`src/rtl/mc_core_param.sv`:
```
// mc_core_param: parametrised multicycle MIPS-subset core.
// FSM control, register file, ALU and IR/MDR/A/B/ALUOut holding registers,
// with a req/ready memory handshake that tolerates any number of wait states.
// Optional feature macro: EXC_EN (overflow / illegal-instruction exceptions,
// EPC and cause). Without it, epc/cause read 0 and illegal instructions are no-ops.
module mc_core_param #(
    parameter int          NREGS      = 32,
    parameter logic [31:0] RESET_PC   = 32'h0000_0000,
    parameter logic [31:0] EXC_VECTOR = 32'h0000_0080
) (
    input  logic        clock,
    input  logic        reset,
    output logic        mem_req,
    output logic        mem_we,
    output logic [31:0] mem_addr,
    output logic [31:0] mem_wdata,
    input  logic [31:0] mem_rdata,
    input  logic        mem_ready,
    output logic [31:0] pc,
    output logic [3:0]  state,
    output logic        reg_write,
    output logic [31:0] epc,
    output logic [1:0]  cause
);
    localparam int RW = (NREGS > 1) ? $clog2(NREGS) : 1;

    typedef enum logic [3:0] {
        S_FETCH  = 4'd0,
        S_DECODE = 4'd1,
        S_EXEC   = 4'd2,
        S_MEMRD  = 4'd3,
        S_MEMWR  = 4'd4,
        S_WB     = 4'd5,
        S_EXC    = 4'd6
    } state_t;

    localparam logic [5:0] OP_RTYPE = 6'h00;
    localparam logic [5:0] OP_J     = 6'h02;
    localparam logic [5:0] OP_BEQ   = 6'h04;
    localparam logic [5:0] OP_ADDI  = 6'h08;
    localparam logic [5:0] OP_LUI   = 6'h0F;
    localparam logic [5:0] OP_LW    = 6'h23;
    localparam logic [5:0] OP_SW    = 6'h2B;
    localparam logic [5:0] F_ADD    = 6'h20;
    localparam logic [5:0] F_SUB    = 6'h22;
    localparam logic [5:0] F_AND    = 6'h24;
    localparam logic [5:0] F_OR     = 6'h25;
    localparam logic [5:0] F_SLT    = 6'h2A;

    state_t        state_q;
    logic [31:0]   pc_q, ir_q, mdr_q, a_q, b_q, aluout_q;
    logic [31:0]   regs_q [NREGS];

    logic [5:0]    op, funct;
    logic [15:0]   imm;
    logic [31:0]   simm;
    logic [RW-1:0] rs_idx, rt_idx, rd_idx, wr_idx;
    logic [31:0]   wr_data, sum_ab, diff_ab, sum_ai, alu_res;
    logic          rf_we, op_legal;

    // Instruction fields; register indices keep only the bits NREGS needs
    assign op     = ir_q[31:26];
    assign funct  = ir_q[5:0];
    assign imm    = ir_q[15:0];
    assign simm   = {{16{imm[15]}}, imm};
    assign rs_idx = ir_q[21 +: RW];
    assign rt_idx = ir_q[16 +: RW];
    assign rd_idx = ir_q[11 +: RW];

    assign sum_ab  = a_q + b_q;
    assign diff_ab = a_q - b_q;
    assign sum_ai  = a_q + simm;

    // Which opcode/funct combinations the core implements
    always_comb begin
        op_legal = 1'b0;
        case (op)
            OP_RTYPE: op_legal = (funct == F_ADD) || (funct == F_SUB) || (funct == F_AND) ||
                                 (funct == F_OR)  || (funct == F_SLT);
            OP_J, OP_BEQ, OP_ADDI, OP_LUI, OP_LW, OP_SW: op_legal = 1'b1;
            default:  op_legal = 1'b0;
        endcase
    end

    // ALU result used in EXEC; loads/stores/addi share the A+sext(imm) adder
    always_comb begin
        alu_res = sum_ai;
        if (op == OP_RTYPE) begin
            case (funct)
                F_SUB:   alu_res = diff_ab;
                F_AND:   alu_res = a_q & b_q;
                F_OR:    alu_res = a_q | b_q;
                F_SLT:   alu_res = {31'b0, ($signed(a_q) < $signed(b_q))};
                default: alu_res = sum_ab;
            endcase
        end else if (op == OP_LUI) begin
            alu_res = {imm, 16'h0000};
        end
    end

`ifdef EXC_EN
    logic [31:0] epc_q;
    logic [1:0]  cause_q, exc_code_q;
    logic        alu_ovf;

    // Signed overflow: operands of equal effective sign producing a result of the other sign
    always_comb begin
        alu_ovf = 1'b0;
        if (op == OP_RTYPE && funct == F_ADD)
            alu_ovf = (a_q[31] == b_q[31]) && (sum_ab[31] != a_q[31]);
        else if (op == OP_RTYPE && funct == F_SUB)
            alu_ovf = (a_q[31] != b_q[31]) && (diff_ab[31] != a_q[31]);
        else if (op == OP_ADDI)
            alu_ovf = (a_q[31] == simm[31]) && (sum_ai[31] != a_q[31]);
    end

    assign epc   = epc_q;
    assign cause = cause_q;
`else
    assign epc   = 32'h0;
    assign cause = 2'd0;
`endif

    // Write-back port: R-type targets rd, everything else rt; loads return MDR
    assign rf_we   = (state_q == S_WB);
    assign wr_idx  = (op == OP_RTYPE) ? rd_idx : rt_idx;
    assign wr_data = (op == OP_LW) ? mdr_q : aluout_q;

    for (genvar gi = 0; gi < NREGS; gi++) begin : g_rf
        // One register per slot; slot 0 is cleared on reset and never written
        always_ff @(posedge clock) begin
            if (reset)
                regs_q[gi] <= '0;
            else if (rf_we && (wr_idx == RW'(gi)) && (gi != 0))
                regs_q[gi] <= wr_data;
        end
    end

    // Memory side: instruction fetch uses PC, data accesses use ALUOut; reset gates the request
    assign mem_req   = !reset && ((state_q == S_FETCH) || (state_q == S_MEMRD) || (state_q == S_MEMWR));
    assign mem_we    = (state_q == S_MEMWR);
    assign mem_addr  = (state_q == S_FETCH) ? pc_q : aluout_q;
    assign mem_wdata = b_q;
    assign pc        = pc_q;
    assign state     = state_q;
    assign reg_write = rf_we;

    // Control FSM and datapath holding registers
    always_ff @(posedge clock) begin
        if (reset) begin
            state_q  <= S_FETCH;
            pc_q     <= RESET_PC;
            ir_q     <= '0;
            mdr_q    <= '0;
            a_q      <= '0;
            b_q      <= '0;
            aluout_q <= '0;
`ifdef EXC_EN
            epc_q      <= '0;
            cause_q    <= '0;
            exc_code_q <= '0;
`endif
        end else begin
            case (state_q)
                S_FETCH: begin
                    if (mem_ready) begin
                        ir_q    <= mem_rdata;
                        pc_q    <= pc_q + 32'd4;
                        state_q <= S_DECODE;
                    end
                end
                S_DECODE: begin
                    a_q      <= regs_q[rs_idx];
                    b_q      <= regs_q[rt_idx];
                    aluout_q <= pc_q + (simm << 2);
                    if (op_legal) begin
                        state_q <= S_EXEC;
                    end else begin
`ifdef EXC_EN
                        exc_code_q <= 2'd2;
                        state_q    <= S_EXC;
`else
                        state_q    <= S_FETCH;
`endif
                    end
                end
                S_EXEC: begin
                    case (op)
                        OP_BEQ: begin
                            if (a_q == b_q) pc_q <= aluout_q;
                            state_q <= S_FETCH;
                        end
                        OP_J: begin
                            pc_q    <= {pc_q[31:28], ir_q[25:0], 2'b00};
                            state_q <= S_FETCH;
                        end
                        OP_LW: begin
                            aluout_q <= alu_res;
                            state_q  <= S_MEMRD;
                        end
                        OP_SW: begin
                            aluout_q <= alu_res;
                            state_q  <= S_MEMWR;
                        end
                        default: begin
                            aluout_q <= alu_res;
                            state_q  <= S_WB;
`ifdef EXC_EN
                            if (alu_ovf) begin
                                exc_code_q <= 2'd1;
                                state_q    <= S_EXC;
                            end
`endif
                        end
                    endcase
                end
                S_MEMRD: begin
                    if (mem_ready) begin
                        mdr_q   <= mem_rdata;
                        state_q <= S_WB;
                    end
                end
                S_MEMWR: begin
                    if (mem_ready) state_q <= S_FETCH;
                end
                S_WB: state_q <= S_FETCH;
`ifdef EXC_EN
                S_EXC: begin
                    epc_q   <= pc_q - 32'd4;
                    cause_q <= exc_code_q;
                    pc_q    <= EXC_VECTOR;
                    state_q <= S_FETCH;
                end
`endif
                default: state_q <= S_FETCH;
            endcase
        end
    end
endmodule

```
`config.mk`:
```
export PLATFORM = sky130hd
export DESIGN_NAME = mc_core_param
export DESIGN_NICKNAME = d
export VERILOG_FILES = /design/src/rtl/mc_core_param.sv
export SDC_FILE = /design/constraint.sdc
export NUM_CORES = 2
export LEC_CHECK = 0
export BUFFER_PORTS_ARGS = -buffer_cell sky130_fd_sc_hd__buf_2
export CAP_MARGIN = 20
export CORE_UTILIZATION = 50
export CTS_CLUSTER_DIAMETER = 40
export DETAILED_ROUTE_END_ITERATION = 12
export PLACE_DENSITY = 0.67
export SETUP_SLACK_MARGIN = 0.02
export SYNTH_ARGS = -nofsm -noshare
export SYNTH_HDL_FRONTEND = slang
export SYNTH_SLANG_ARGS = --single-unit
```
`constraint.sdc`:
```
create_clock -name clock -period 4.85 [get_ports clock]
set_clock_uncertainty 0.15 [all_clocks]
set_input_delay 0.7275 -clock clock [delete_from_list [all_inputs] [get_ports clock]]
set_output_delay 0.7275 -clock clock [all_outputs]
set_load 0.1 [all_outputs]
```
[Yosys cells after proc, flatten, opt, wreduce, memory -nomap -nowiden]
Memories as Yosys holds them, arrays and structs flattened. A register that Yosys moved wholly into a read port is not among the register bits.
Cells that the tools add are included.
Operators by class
  $add $sub $neg: 5
  $mul: 0
  div/mod/pow operators: 0
  magnitude comparators: 1
  equality and inequality tests: 57
  shifts and indexed selects: 0
  muxes and demuxes: 145
  bitwise gates (word level): 33
  reductions and logical operators: 51
Operators by type and width (number)
  $mux W32: 38
  $pmux W32 S2: 3
  $pmux W32 S4: 1
  $add A32 B32 Y32: 3
  $mux W1: 95
  $eq A5 B5 Y1 const B: 16
  $eq A6 B6 Y1 const B: 7
  $eq A5 B4 Y1 const B: 8
  $add A32 B3 Y32 const B: 1
  $and A32 B32 Y32: 1
  $eq A32 B32 Y1: 1
  $logic_and A1 B1 Y1: 32
  $lt A32 B32 Y1: 1
  $or A32 B32 Y32: 1
  $sub A32 B32 Y32: 1
  $or A1 B1 Y1: 31
  $eq A5 B3 Y1 const B: 4
  $pmux W4 S5: 1
  $eq A6 B4 Y1 const B: 2
  $mux W4: 3
  $ne A2 B2 Y1 const B: 6
  $eq A5 B2 Y1 const B: 2
  $pmux W3 S3: 1
  $eq A4 B2 Y1 const B: 2
  other kinds (21): 31
Storage, ports and cells
  register bits after elaboration: 132
  bits in latches: 0
  bits in writable memories: 1024
  ROM bits: 0
  input port bits: 35
  output and inout port bits: 137
  logic and storage cells: 299
  memories kept: 1
Memories
  regs_q: depth 32, width 32, rd ports 2, clocked after Yosys merged registers in 2, write ports 32, RTL line 52  | logic [31:0] regs_q [NREGS];

[Logic depth before layout (Yosys ltp)]
  depth in word-level cells: 8
  depth in mapped cells: 13
  gate-level depth less buffers: 13

[Worst setup path after synthesis]
Ideal clock, no wire load.
  path kind: register -> register
  start point: reg state_q[0], in the netlist state[0]
  end point: mem regs_q[17][0] (enable)
  arrival time: 5.149 ns
  setup slack: -0.915 ns
  cell stages (with the launch flop): 8
  cell sequence: dfxtp_1 -> buf_2 -> clkinv_1 -> or2_2 -> inv_1 -> nand2b_1 -> clkbuf_1 -> o21ai_0
RTL lines
  start, declared: RTL line 50  | state_t state_q;
  start signal, assigned: RTL line 151  | state_q <= S_FETCH;
  start signal, assigned: RTL line 169  | state_q <= S_DECODE;
  start signal, assigned: RTL line 177  | state_q <= S_EXEC;
  end, declared: RTL line 52

[Final worst setup path]
  start point: reg b_q[8], in the netlist mem_wdata[8] (read register of regs_q)
  end point: reg aluout_q[19]
On the way
  longest elaborated chain between the ends: 5
RTL lines
  start, declared: RTL line 51  | logic [31:0] pc_q, ir_q, mdr_q, a_q, b_q, aluout_q;
  $add A32 B32 Y32 or $sub A32 B32 Y32 (tied branches): RTL line 70, 71
  $pmux W32 S4 (*): RTL line 89  | case (funct)
  $mux W32 (*): RTL line 88  | if (op == OP_RTYPE) begin
  $mux W32 (*): RTL line 188  | case (op)
  $pmux W32 S2 (*): RTL line 164  | case (state_q)
  end signal, assigned: RTL line 175  | aluout_q <= pc_q + (simm << 2);
  end signal, assigned: RTL line 198  | aluout_q <= alu_res;
  end signal, assigned: RTL line 202  | aluout_q <= alu_res;
  end, declared: RTL line 51
Mark *: on every way between the ends. The rest lies on a longest branch, timed or not. The select of a mux whose other input is x is not followed.
A chain may end at the register's enable or synchronous reset.

==> impl_metrics.yaml <==
drt:
  drc: 0
  wire_per_inst_um: 32.7
  drtIter0Drc: 8103
  drt.antenna.violating_nets: 0
  wirelength_um: 250000
  avgViaCountPerCell: 6.84
  vias: 52100
  drtPass1Iterations: 9
power_and_ir_drop:
  netSwitchingFraction: 0.284
  power_w: 0.0284
  power.internal_w: 0.0203
  leakagePower_nw: 26.3
  vdd_ir_drop_max_mv: 0.311
  clkPwrFrac: 0.445
  power_frac_comb: 0.143
  p_seq_frac: 0.412
  power_switching_w: 0.00808
  power_density_nw_per_um2: 366
placement:
  portBuffers: 136
  place_ws_ns: 0.422
  hpwl_um: 164000
  gp_congestion: 1.01
synthesis:
  synth_top_area_frac: 0.439
  avgSynthCellArea_um2: 11.9
  yosysWarningCount: 0
  synth_area_leaders: "edfxtp_1 (44%), mux4_2 (19%), nor2_1 (7.1%)"
  synth_enable_flop_cells: 992
  yosysTopAreaCell: "edfxtp_1"
  async_reset_ff_frac: 0
  synth_most_common_cell: "nor2_1"
  synth-main-ff-cell: "edfxtp_1"
  yosysUniqueCellTypes: 87
  syn_area_um2: 67800
  syn_inst: 5686
  synthTopCellsByCount: "nor2_1 (1280), edfxtp_1 (992), mux4_2 (576)"
  ys_seq_elements: 1187
  ys_seq_area_frac: 0.497
clocking:
  ctsResizeCount: 0
  htree_levels: 4
  clk_latency_ns: 0.82
  cts_buffer_depth: 3
  cts_tree: "built"
  cts_setup_buffers: 0
  cts_sinks: 1187
  clk_pin_slew_ns: 0.05
  postCtsHoldBufs: 7
  cts_made_buffers: 168
  root_buffer: "clkbuf_16"
global_route:
  grt_antenna_before_repair: 3
  grt_util_all_layers: 0.363
  grt_pass1_wl_um: 354000
  grt_max_degree: 71
  grt_pass1_vias: 50100
  overflow: 0
critical_path:
  cp-start-kind: "flop"
  crit_required_ns: 5.35
  crit_path_end_kind: "flop"
  cp_max_fo: 12
  ff2ff_path_depth: 13
  crit_type: "flop to flop"
  worstPathArrival_ns: 5.08
sta:
  slew_headroom: 0.0830
  rsz0062_at_grt: "no"
  setup_slack_ns: 0.263
  post-route-period-util: 0.946
  hold_violations: 0
  fin_crit_ns: 4.59
  drv_slew: 0
  tightest_slew_ns: 1.34
  fmax_mhz: 218
  setup_viol: 0
min_path:
  min_delay_path_depth: 3
  hp-class: "input pin to flop"
flow_run:
  maxCapViolCount: 0
floorplan:
  core-area_um2: 134000
  die_h_um: 370
  rows: 134
  ios: 172
  die_x_um: 370
  dieArea_um2: 137000
  start_util: 0.506
status:
  status: "finished, final reports clean"
finish:
  area_delta_synth_final_pct: 14.7
  fin_nets: 5912
  drive_gt1_frac: 0.254
routing by layer:
| layer | vias up | part of all wire | global-route usage |
|---|---|---|---|
| met4 | 0 | 0.085 | 0.271 |
| met5 | - | 0 | 0 |
| met2 | 4102 | 0.45 | 0.541 |
| met3 | 829 | 0.13 | 0.101 |
| met1 | 25800 | 0.34 | 0.451 |
| li1 | 21400 | - | - |
layout make-up:
class,instances,area [um2]
Fill cell,10600,56200
Clock buffer,186,4410
Multi-Input combinational cell,3862,32400
Tap cell,1768,2210
Sequential cell,1187,33700
Inverter,115,433
Clock inverter,125,1370
Antenna cell,3,7.51
Timing Repair Buffer,382,3160
power by group through the flow:
stage / registers [W] / clock network, W / logic [W]
after floorplan: 0.0118 / 0 / 0.00255
after global placement: 0.0119 / 0 / 0.00390
after detailed placement: 0.0119 / 0 / 0.00394
after CTS: 0.0117 / 0.0127 / 0.00396
after global routing: 0.0117 / 0.0131 / 0.00420
final: 0.0117 / 0.0126 / 0.00407
cells by family after synthesis:
group	count (synthesis)	share of synthesized area
buffers and inverters	671	0.0399
AOI/OAI and AO/OA	923	0.0876
DFF	1187	0.497
other	1	0.0000553
xor gates and xnor gates	52	0.00672
adders and majority gates	161	0.0302
muxes	785	0.224
and+or+nand+nor	1906	0.115
path summary, 6_finish.rpt:
| kind | startpoint | endpoint | slack (ns) |
|---|---|---|---|
| min | mem_rdata[9] | ir_q[9] | 0.04 |
| max reg2reg | mem_wdata[8] | aluout_q[19] | 0.26 |
| min reg2reg | mdr_q[9] | mdr_q[9] | 0.34 |
| max | mem_wdata[8] | aluout_q[19] | 0.26 |
cell usage in the layout (no fill, tap or decap), drive strengths merged, types with 13 or more instances in the layout:
master and n:
nor2 1281, edfxtp 992, mux4 576, buf 375
a21oi 346, nand2 344, dfxtp 195, clkbuf 186
o21ai 161, ha 157, inv 149, mux2i 113
mux2 96, a22o 65, nand3 64, nor3 55
clkinv 54, a21o 35, conb 35, o22ai 32
xnor2 32, a211oi 31, o211ai 29, a31oi 29
nand4 25, nand2b 25, clkinvlp 21, xor2 20
and2 20, a221oi 19, nor2b 19, o21bai 17
o31ai 16, and3 16, o21a 16, bufinv 16
o221ai 16, nor4 16, a221o 13
sequential cells by signal, indices dropped and copies added (netlist names):
name,count
state,3
regs_q,992
pc,32
mem_wdata,32
mdr_q,32
ir_q,32
a_q,32
aluout_q,32
through the flow:
| step | hold slack [ns] | TNS, ns | cell area, um2 | std cells | utilization |
|---|---|---|---|---|---|
| after detailed placement | 0.331 | 0 | 71800 | 7303 | 0.536 |
| final | 0.0394 | 0 | 77700 | 7628 | 0.580 |
| after CTS | 0.00580 | 0 | 77600 | 7621 | 0.580 |
| after floorplan | 0.286 | -260.49 | 68000 | 5720 | - |
| after global placement | 0.324 | 0 | 71600 | 7295 | 0.535 |
| after global routing | 0.0306 | 0 | 77700 | 7625 | 0.580 |
critical path, cell delays in order, from the launching register on:
cell and delay [ns]:
dfxtp_1 0.39, inv_1 0.08, ha_1 0.54, nand2_1 0.12
a2111oi_0 0.58, buf_4 0.21, nor2_1 0.07, o32ai_1 0.34
a21oi_1 0.20, nor2_1 0.17, nor3_1 0.06, a2111oi_0 1.11
a2111oi_0 0.19, o2bb2ai_1 0.20
Note: power is estimated with default switching activity, not from simulation.
